==> config.mk <==
export PLATFORM = sky130hd
export DESIGN_NAME = univ_shift_reg_flat
export DESIGN_NICKNAME = d
export VERILOG_FILES = /design/src/rtl/univ_shift_reg_if.sv /design/src/rtl/univ_shift_reg.sv /design/src/flat_wrapper.sv
export SDC_FILE = /design/constraint.sdc
export NUM_CORES = 1
export LEC_CHECK = 0
export CORE_ASPECT_RATIO = 0.7
export CORE_MARGIN = 2
export CORE_UTILIZATION = 45
export CTS_CLUSTER_DIAMETER = 80
export CTS_CLUSTER_SIZE = 20
export DETAILED_ROUTE_END_ITERATION = 6
export PLACE_DENSITY_LB_ADDON = 0.2
export REMOVE_ABC_BUFFERS = 1
export SYNTH_ARGS = -nofsm -noshare
export SYNTH_HDL_FRONTEND = slang
export SYNTH_SLANG_ARGS = --single-unit
export TNS_END_PERCENT = 1
==> constraint.sdc <==
create_clock -name clk -period 3.6 [get_ports clk]
set_input_delay 0.72 -clock clk [delete_from_list [all_inputs] [get_ports clk]]
set_output_delay 0.72 -clock clk [all_outputs]
set_load 0.005 [all_outputs]
==> src/rtl/univ_shift_reg_if.sv <==
// Port bundle for univ_shift_reg: control/data inputs from the master and the
// register view returned by the slave.
interface univ_shift_reg_if #(
  parameter int WIDTH = 8
);
  localparam int CW = $clog2(WIDTH + 1);

  // No valid/ready pair on this bundle: ce qualifies every input. When ce is
  // high on a rising edge, mode/din/sin_l/sin_r are consumed that edge. When
  // ce is low they are ignored.
  logic             ce;
  logic [2:0]       mode;
  logic [WIDTH-1:0] din;
  logic             sin_l;
  logic             sin_r;
  logic [WIDTH-1:0] qout;
  logic             sout_l;
  logic             sout_r;
  logic [CW-1:0]    shift_cnt;
  logic             word_done;

  modport master (
    output ce, mode, din, sin_l, sin_r,
    input  qout, sout_l, sout_r, shift_cnt, word_done
  );

  modport slave (
    input  ce, mode, din, sin_l, sin_r,
    output qout, sout_l, sout_r, shift_cnt, word_done
  );
endinterface

==> src/rtl/univ_shift_reg.sv <==
// WIDTH-bit universal shift register: hold, shift, rotate, arithmetic shift,
// load and clear, with a saturating shift counter and a word-complete pulse.
module univ_shift_reg #(
  parameter int WIDTH = 8
) (
  input  logic             clk,
  input  logic             rst,
  univ_shift_reg_if.slave  bus
);
  localparam int CW = $clog2(WIDTH + 1);
  localparam logic [CW-1:0] CNT_FULL = CW'(WIDTH);
  localparam logic [CW-1:0] CNT_LAST = CW'(WIDTH - 1);

  typedef enum logic [2:0] {
    MODE_HOLD  = 3'b000,
    MODE_SHL   = 3'b001,
    MODE_SHR   = 3'b010,
    MODE_LOAD  = 3'b011,
    MODE_ROTL  = 3'b100,
    MODE_ROTR  = 3'b101,
    MODE_ASR   = 3'b110,
    MODE_CLEAR = 3'b111
  } mode_e;

  logic [WIDTH-1:0] q_r;
  logic [CW-1:0]    cnt_r;
  logic             done_r;

  mode_e            mode_d;
  logic [WIDTH-1:0] q_next;
  logic             is_shift;
  logic             is_restart;

  assign mode_d = mode_e'(bus.mode);

  always_comb begin
    q_next     = q_r;
    is_shift   = 1'b0;
    is_restart = 1'b0;
    case (mode_d)
      MODE_HOLD:  q_next = q_r;
      MODE_SHL: begin
        q_next   = {q_r[WIDTH-2:0], bus.sin_r};
        is_shift = 1'b1;
      end
      MODE_SHR: begin
        q_next   = {bus.sin_l, q_r[WIDTH-1:1]};
        is_shift = 1'b1;
      end
      MODE_LOAD: begin
        q_next     = bus.din;
        is_restart = 1'b1;
      end
      MODE_ROTL: begin
        q_next   = {q_r[WIDTH-2:0], q_r[WIDTH-1]};
        is_shift = 1'b1;
      end
      MODE_ROTR: begin
        q_next   = {q_r[0], q_r[WIDTH-1:1]};
        is_shift = 1'b1;
      end
      MODE_ASR: begin
        // Sign bit is replicated; sin_l plays no part here.
        q_next   = {q_r[WIDTH-1], q_r[WIDTH-1:1]};
        is_shift = 1'b1;
      end
      MODE_CLEAR: begin
        q_next     = '0;
        is_restart = 1'b1;
      end
      default: q_next = q_r;
    endcase
  end

  always_ff @(posedge clk) begin
    if (rst) begin
      q_r    <= '0;
      cnt_r  <= '0;
      done_r <= 1'b0;
    end else if (!bus.ce) begin
      done_r <= 1'b0;
    end else begin
      q_r    <= q_next;
      done_r <= 1'b0;
      if (is_restart) begin
        cnt_r <= '0;
      end else if (is_shift && cnt_r != CNT_FULL) begin
        // Pulse only on the step into saturation, so later shifts stay quiet.
        cnt_r  <= cnt_r + CW'(1);
        done_r <= (cnt_r == CNT_LAST);
      end
    end
  end

  assign bus.qout      = q_r;
  assign bus.sout_l    = q_r[WIDTH-1];
  assign bus.sout_r    = q_r[0];
  assign bus.shift_cnt = cnt_r;
  assign bus.word_done = done_r;
endmodule

==> src/flat_wrapper.sv <==
// flat-port wrapper written by rule: the top's interface ports become plain ports
module univ_shift_reg_flat 
#(
  parameter int WIDTH = 8
)
  (clk, rst, bus_ce, bus_mode, bus_din, bus_sin_l, bus_sin_r, bus_qout, bus_sout_l, bus_sout_r, bus_shift_cnt, bus_word_done);
  univ_shift_reg_if #(.WIDTH(WIDTH)) bus_i ();
  input  logic clk;
  input  logic rst;
  input wire logic [$bits(bus_i.ce)-1:0] bus_ce;
  input wire logic [$bits(bus_i.mode)-1:0] bus_mode;
  input wire logic [$bits(bus_i.din)-1:0] bus_din;
  input wire logic [$bits(bus_i.sin_l)-1:0] bus_sin_l;
  input wire logic [$bits(bus_i.sin_r)-1:0] bus_sin_r;
  output wire logic [$bits(bus_i.qout)-1:0] bus_qout;
  output wire logic [$bits(bus_i.sout_l)-1:0] bus_sout_l;
  output wire logic [$bits(bus_i.sout_r)-1:0] bus_sout_r;
  output wire logic [$bits(bus_i.shift_cnt)-1:0] bus_shift_cnt;
  output wire logic [$bits(bus_i.word_done)-1:0] bus_word_done;
  assign bus_i.ce = bus_ce;
  assign bus_i.mode = bus_mode;
  assign bus_i.din = bus_din;
  assign bus_i.sin_l = bus_sin_l;
  assign bus_i.sin_r = bus_sin_r;
  assign bus_qout = bus_i.qout;
  assign bus_sout_l = bus_i.sout_l;
  assign bus_sout_r = bus_i.sout_r;
  assign bus_shift_cnt = bus_i.shift_cnt;
  assign bus_word_done = bus_i.word_done;
  univ_shift_reg #(.WIDTH(WIDTH)) u_core (.clk(clk), .rst(rst), .bus(bus_i));
endmodule
-- Word level (Yosys, flattened, before mapping)
Index checks and enable logic that the tools add are counted.
- input bits: 16
- logic and storage cells: 32
- latch bits: 0
- memory bits (writable): 0
- register bits: 13
- memories kept: 0
- output and inout port bits: 15
- bits in read-only memories: 0
- mux-type cells: 5
- bitwise logic cells: 4
- eq/ne operators: 9
- add/subtract/negate cells: 1
- shift operators: 0
- order comparisons: 0
- div/mod/pow operators: 0
- reduce and logical (&&, ||, !) cells: 9
- multipliers: 0
- operator list (operator ; count):
    $pmux 8 s7 ; 1
    $eq 3x3->1 const B ; 4
    $mux 4 ; 2
    $eq 3x2->1 const B ; 2
    $reduce_or 5->1 ; 1
    $add 4x1->4 const B ; 1
    $eq 4x3->1 const B ; 1
    $ne 4x4->1 const B ; 1
    $not 1->1 ; 4
    $reduce_and 2->1 ; 2
    $reduce_or 4->1 ; 1
    $eq 3x1->1 const B ; 1
    $logic_not 3->1 ; 1
    $reduce_and 3->1 ; 1
    $mux 1 ; 2
    $reduce_bool 2->1 ; 1
    $reduce_or 2->1 ; 1
    $logic_and 1x1->1 ; 1

-- Logic depth before layout (Yosys ltp)
- depth in word-level cells: 6
- depth in mapped cells: 5
- gate-level depth less buffers: 5

-- Least setup slack after synthesis
Ideal clock, no wire load.
- path kind: input port to flip-flop
- from: input bus_mode[1]
- to: register u_core.q_r[1] (netlist: u_core.bus.qout[1])
- data arrival time: 1.458 ns
- slack: 2.006 ns
- path buffers: 2
- stages on the path: 5
- setup time: 0.136 ns
- path through: buf_6 > o31a_4 > buf_6 > nor2_1 > a311oi_2
- word-level cells in the longest chain between the ends: 3
- elaborated cells on any way between the ends: 11
- ends and longest elaborated chain (what ; RTL line ; source):
    from (decl) ; flat_wrapper.sv:11 ; input wire logic [$bits(bus_i.mode)-1:0] bus_mode;
    branches (longest 3 deep; another with $pmux 8 s7) ; n/a ;
    to (signal assigned) ; univ_shift_reg.sv:83 ; q_r <= q_next;
    to (decl) ; univ_shift_reg.sv:25 ; logic [WIDTH-1:0] q_r;
Several ways; the timed one is not identified.
A chain may end at the register's enable or synchronous reset.

-- Worst setup path in the final report
- from: input bus_mode[0]
- to: register u_core.q_r[3] (netlist: u_core.bus.qout[3])
The elaborated chain is that of the path after synthesis.

==> metrics.md <==
| Metric | Value |
|---|---|
| Worst Setup Start Kind | primary input |
| Max VDD drop | 0.182 mV |
| First-pass GRT wire length | between 4000 and 5000 um |
| Static leakage | 0.462 nW |
| Mapped cell area | approximately 1100 um2 |
| Share of post-route cells with drive strength above 1 | 0.226 |
| Final Skew | 0.00494 ns |
| Fin crit share | 0.638 |
| DRC Markers | 0 |
| Async SR Flop Fraction | 0 |
| CP Data Arrival Time | 2.49 ns |
| Gr usage total | 0.209 |
| Worst path required time | 3.79 ns |
| Final hold slack | between 0.5 and 0.6 ns |
| Largest net degree at the start of global routing | 21 |
| Setup Fix Bufs, Post-CTS | 0 |
| First DRT Iteration DRCs | 48 |
| Mean area per synthesized cell | between 9 and 10 um2 |
| Worst-path clk slew | 0.08 ns |
| Worst Hold Class | reg2reg |
| Post-synth top area share | 0.246 |
| Distinct cell type count after synthesis | 42 |
| Grt ovf | 0 |
| Routed Antenna Nets | 0 |
| Synth area leader | dfxtp_1 |
| Htree depth | 1 |
| Utilization after layout | 0.604 |
| TritonCTS Buffers | 3 |
| Vias/cell | 5.67 |
| Clk sinks | 13 |
| Final hold violations | 0 |
| Vias in the first global route | 852 |
| Final min period | 2.30 ns |
| Effective utilization at floorplan | 0.483 |
| Clock Tree Buf Depth | 2 |
| DR pass1 iterations | 4 |
| Sequential area share after synthesis | 0.246 |
| Rel. slew slack | 0.496 |
| RSZ-0062 raised after global routing | no |
| Leading post-synthesis cells by cell area | dfxtp_1 (25%), a311oi_2 (9.9%), buf_6 (6.4%), a21oi_2 (5.8%), a21boi_0 (4.3%) |
| Most frequent cell after synthesis | dfxtp_1 |
| Slew @ Worst Pin | approximately 0.75 ns |
| Maximum clock rate | 435 MHz |
| Most used flip-flop cell after synthesis | dfxtp_1 |
| Post-synth top cells | dfxtp_1 (13), nor2_1 (10), a21oi_2 (7), a311oi_2 (7) |
| Core area | 2190 um2 |
| Worst setup path class | in2reg |
| Pwr Total | 369 uW |
| Routed WL per cell | around 15 um |
| Input/output buffers | 30 |
| Final setup viols | 0 |
| Setup crit end kind | flop |
| Cell count after synthesis | ~110 |
| TNS Setup | 0 ns |
| RD Place Congestion | 0.792 |
| CTS tree | yes |
| Place WS | 1.02 ns |
| # diodes | 0 |
| Via count | 936 |
| WL final | 2510 um |
| Pwr dens | 279 nW/um2 |
| Max-cap viol count | 0 |
| Initial antenna violation count | 0 |
| Die area | around 2800 um2 |
| Post-DP HPWL | ~1800 um |
| Warnings, synthesis | 0 |
| Hold Buf Count CTS | 0 |
| CP max FO | 20 |
| Final setup margin | 1.30 ns |
| FP Rows | 14 |
| Seq cells post-synth | 13 |
| Nets@finish | 152 |
| Chip Width | 61.9 um |
| Boundary Pins | 31 |
| Post-synth EDFFs | 0 |
| Status | finished clean |
| Root buffer cell | clkbuf_4 |
| Slew Limit Fails | 0 |
| Synthesis-to-layout area growth | 25.1% |
| Die Height | about 45 um |
| Post-CTS Resized | 0 |
| Worst skew pair latency | 0.28 ns |
power breakdown:
group / total, mW / internal (mW) / switching [mW]
clock network: 0.0956 / 0.0431 / 0.0525
registers: 0.162 / 0.152 / 0.00934
logic: 0.112 / 0.0597 / 0.0521
total: 0.369 / 0.255 / 0.114
cell families (layout without fill, tap and decap cells):
logic type,Yosys count,in the layout,synth area share
compound gates,46,46,0.405
xor+xnor,1,1,0.00829
fa+ha+maj,2,2,0.0237
buf+inv,15,39,0.116
flops,13,13,0.246
mux,1,1,0.00947
simple gates,31,31,0.192
metal layers:
metal	wire, um	share of wire	global-route usage
met1	1230	0.49	0.308
met2	1090	0.43	0.291
met3	147	0.059	0.0556
met4	40	0.016	0.0723
met5	0	0	0
per-stage QoR:
step / std cells / area, um2
after floorplan: 99 / 956
after global placement: 161 / 1300
after detailed placement: 161 / 1300
after CTS: 165 / 1320
after global routing: 165 / 1320
final: 165 / 1320
worst max-delay path, cell delays in order:
cell             delay [ns]
clkdlybuf4s50_1        0.87
and3b_1                0.53
a21oi_2                0.12
a311oi_2               0.25
placed cells by master (no fill, tap or decap), types with 2 or more instances in the layout:
cell type | synthesis | final
nand2_1 | 3 | 3
a221oi_2 | 2 | 2
o21bai_1 | 6 | 6
nor2_1 | 10 | 10
a311oi_2 | 7 | 7
clkdlybuf4s50_1 | 0 | 30
nand4b_1 | 2 | 2
o21ai_1 | 2 | 2
clkbuf_4 | 0 | 3
a21oi_2 | 7 | 7
nand4_1 | 2 | 2
and2b_4 | 2 | 2
nand2b_1 | 3 | 3
dfxtp_1 | 13 | 13
o21ai_0 | 6 | 6
a21boi_0 | 6 | 6
ha_1 | 2 | 2
inv_1 | 4 | 4
path summary, 6_finish.rpt:
path	start	to	slack, ns	cells after the start
worst min register to register	u_core.bus.shift_cnt[3]	u_core.bus.shift_cnt[3]	0.51	2
worst min-delay path	u_core.bus.shift_cnt[3]	u_core.bus.shift_cnt[3]	0.51	2
worst max register to register	u_core.bus.shift_cnt[0]	u_core.bus.word_done	2.18	5
worst max-delay path	bus_mode[0]	u_core.bus.qout[3]	1.30	4
state kept, by name, indices dropped and copies added (netlist names):
name                  flops
u_core.bus.shift_cnt      4
u_core.bus.word_done      1
u_core.bus.qout           8
layout make-up:
cell class,instances,area (um2)
fill,212,867
multi-input combinational,81,674
timing repair buffer,30,300
sequential,13,260
tap,32,40.0
clock buffer,4,26.3
inverter,5,21.3
No activity file was read; power rests on OpenSTA's default activity.
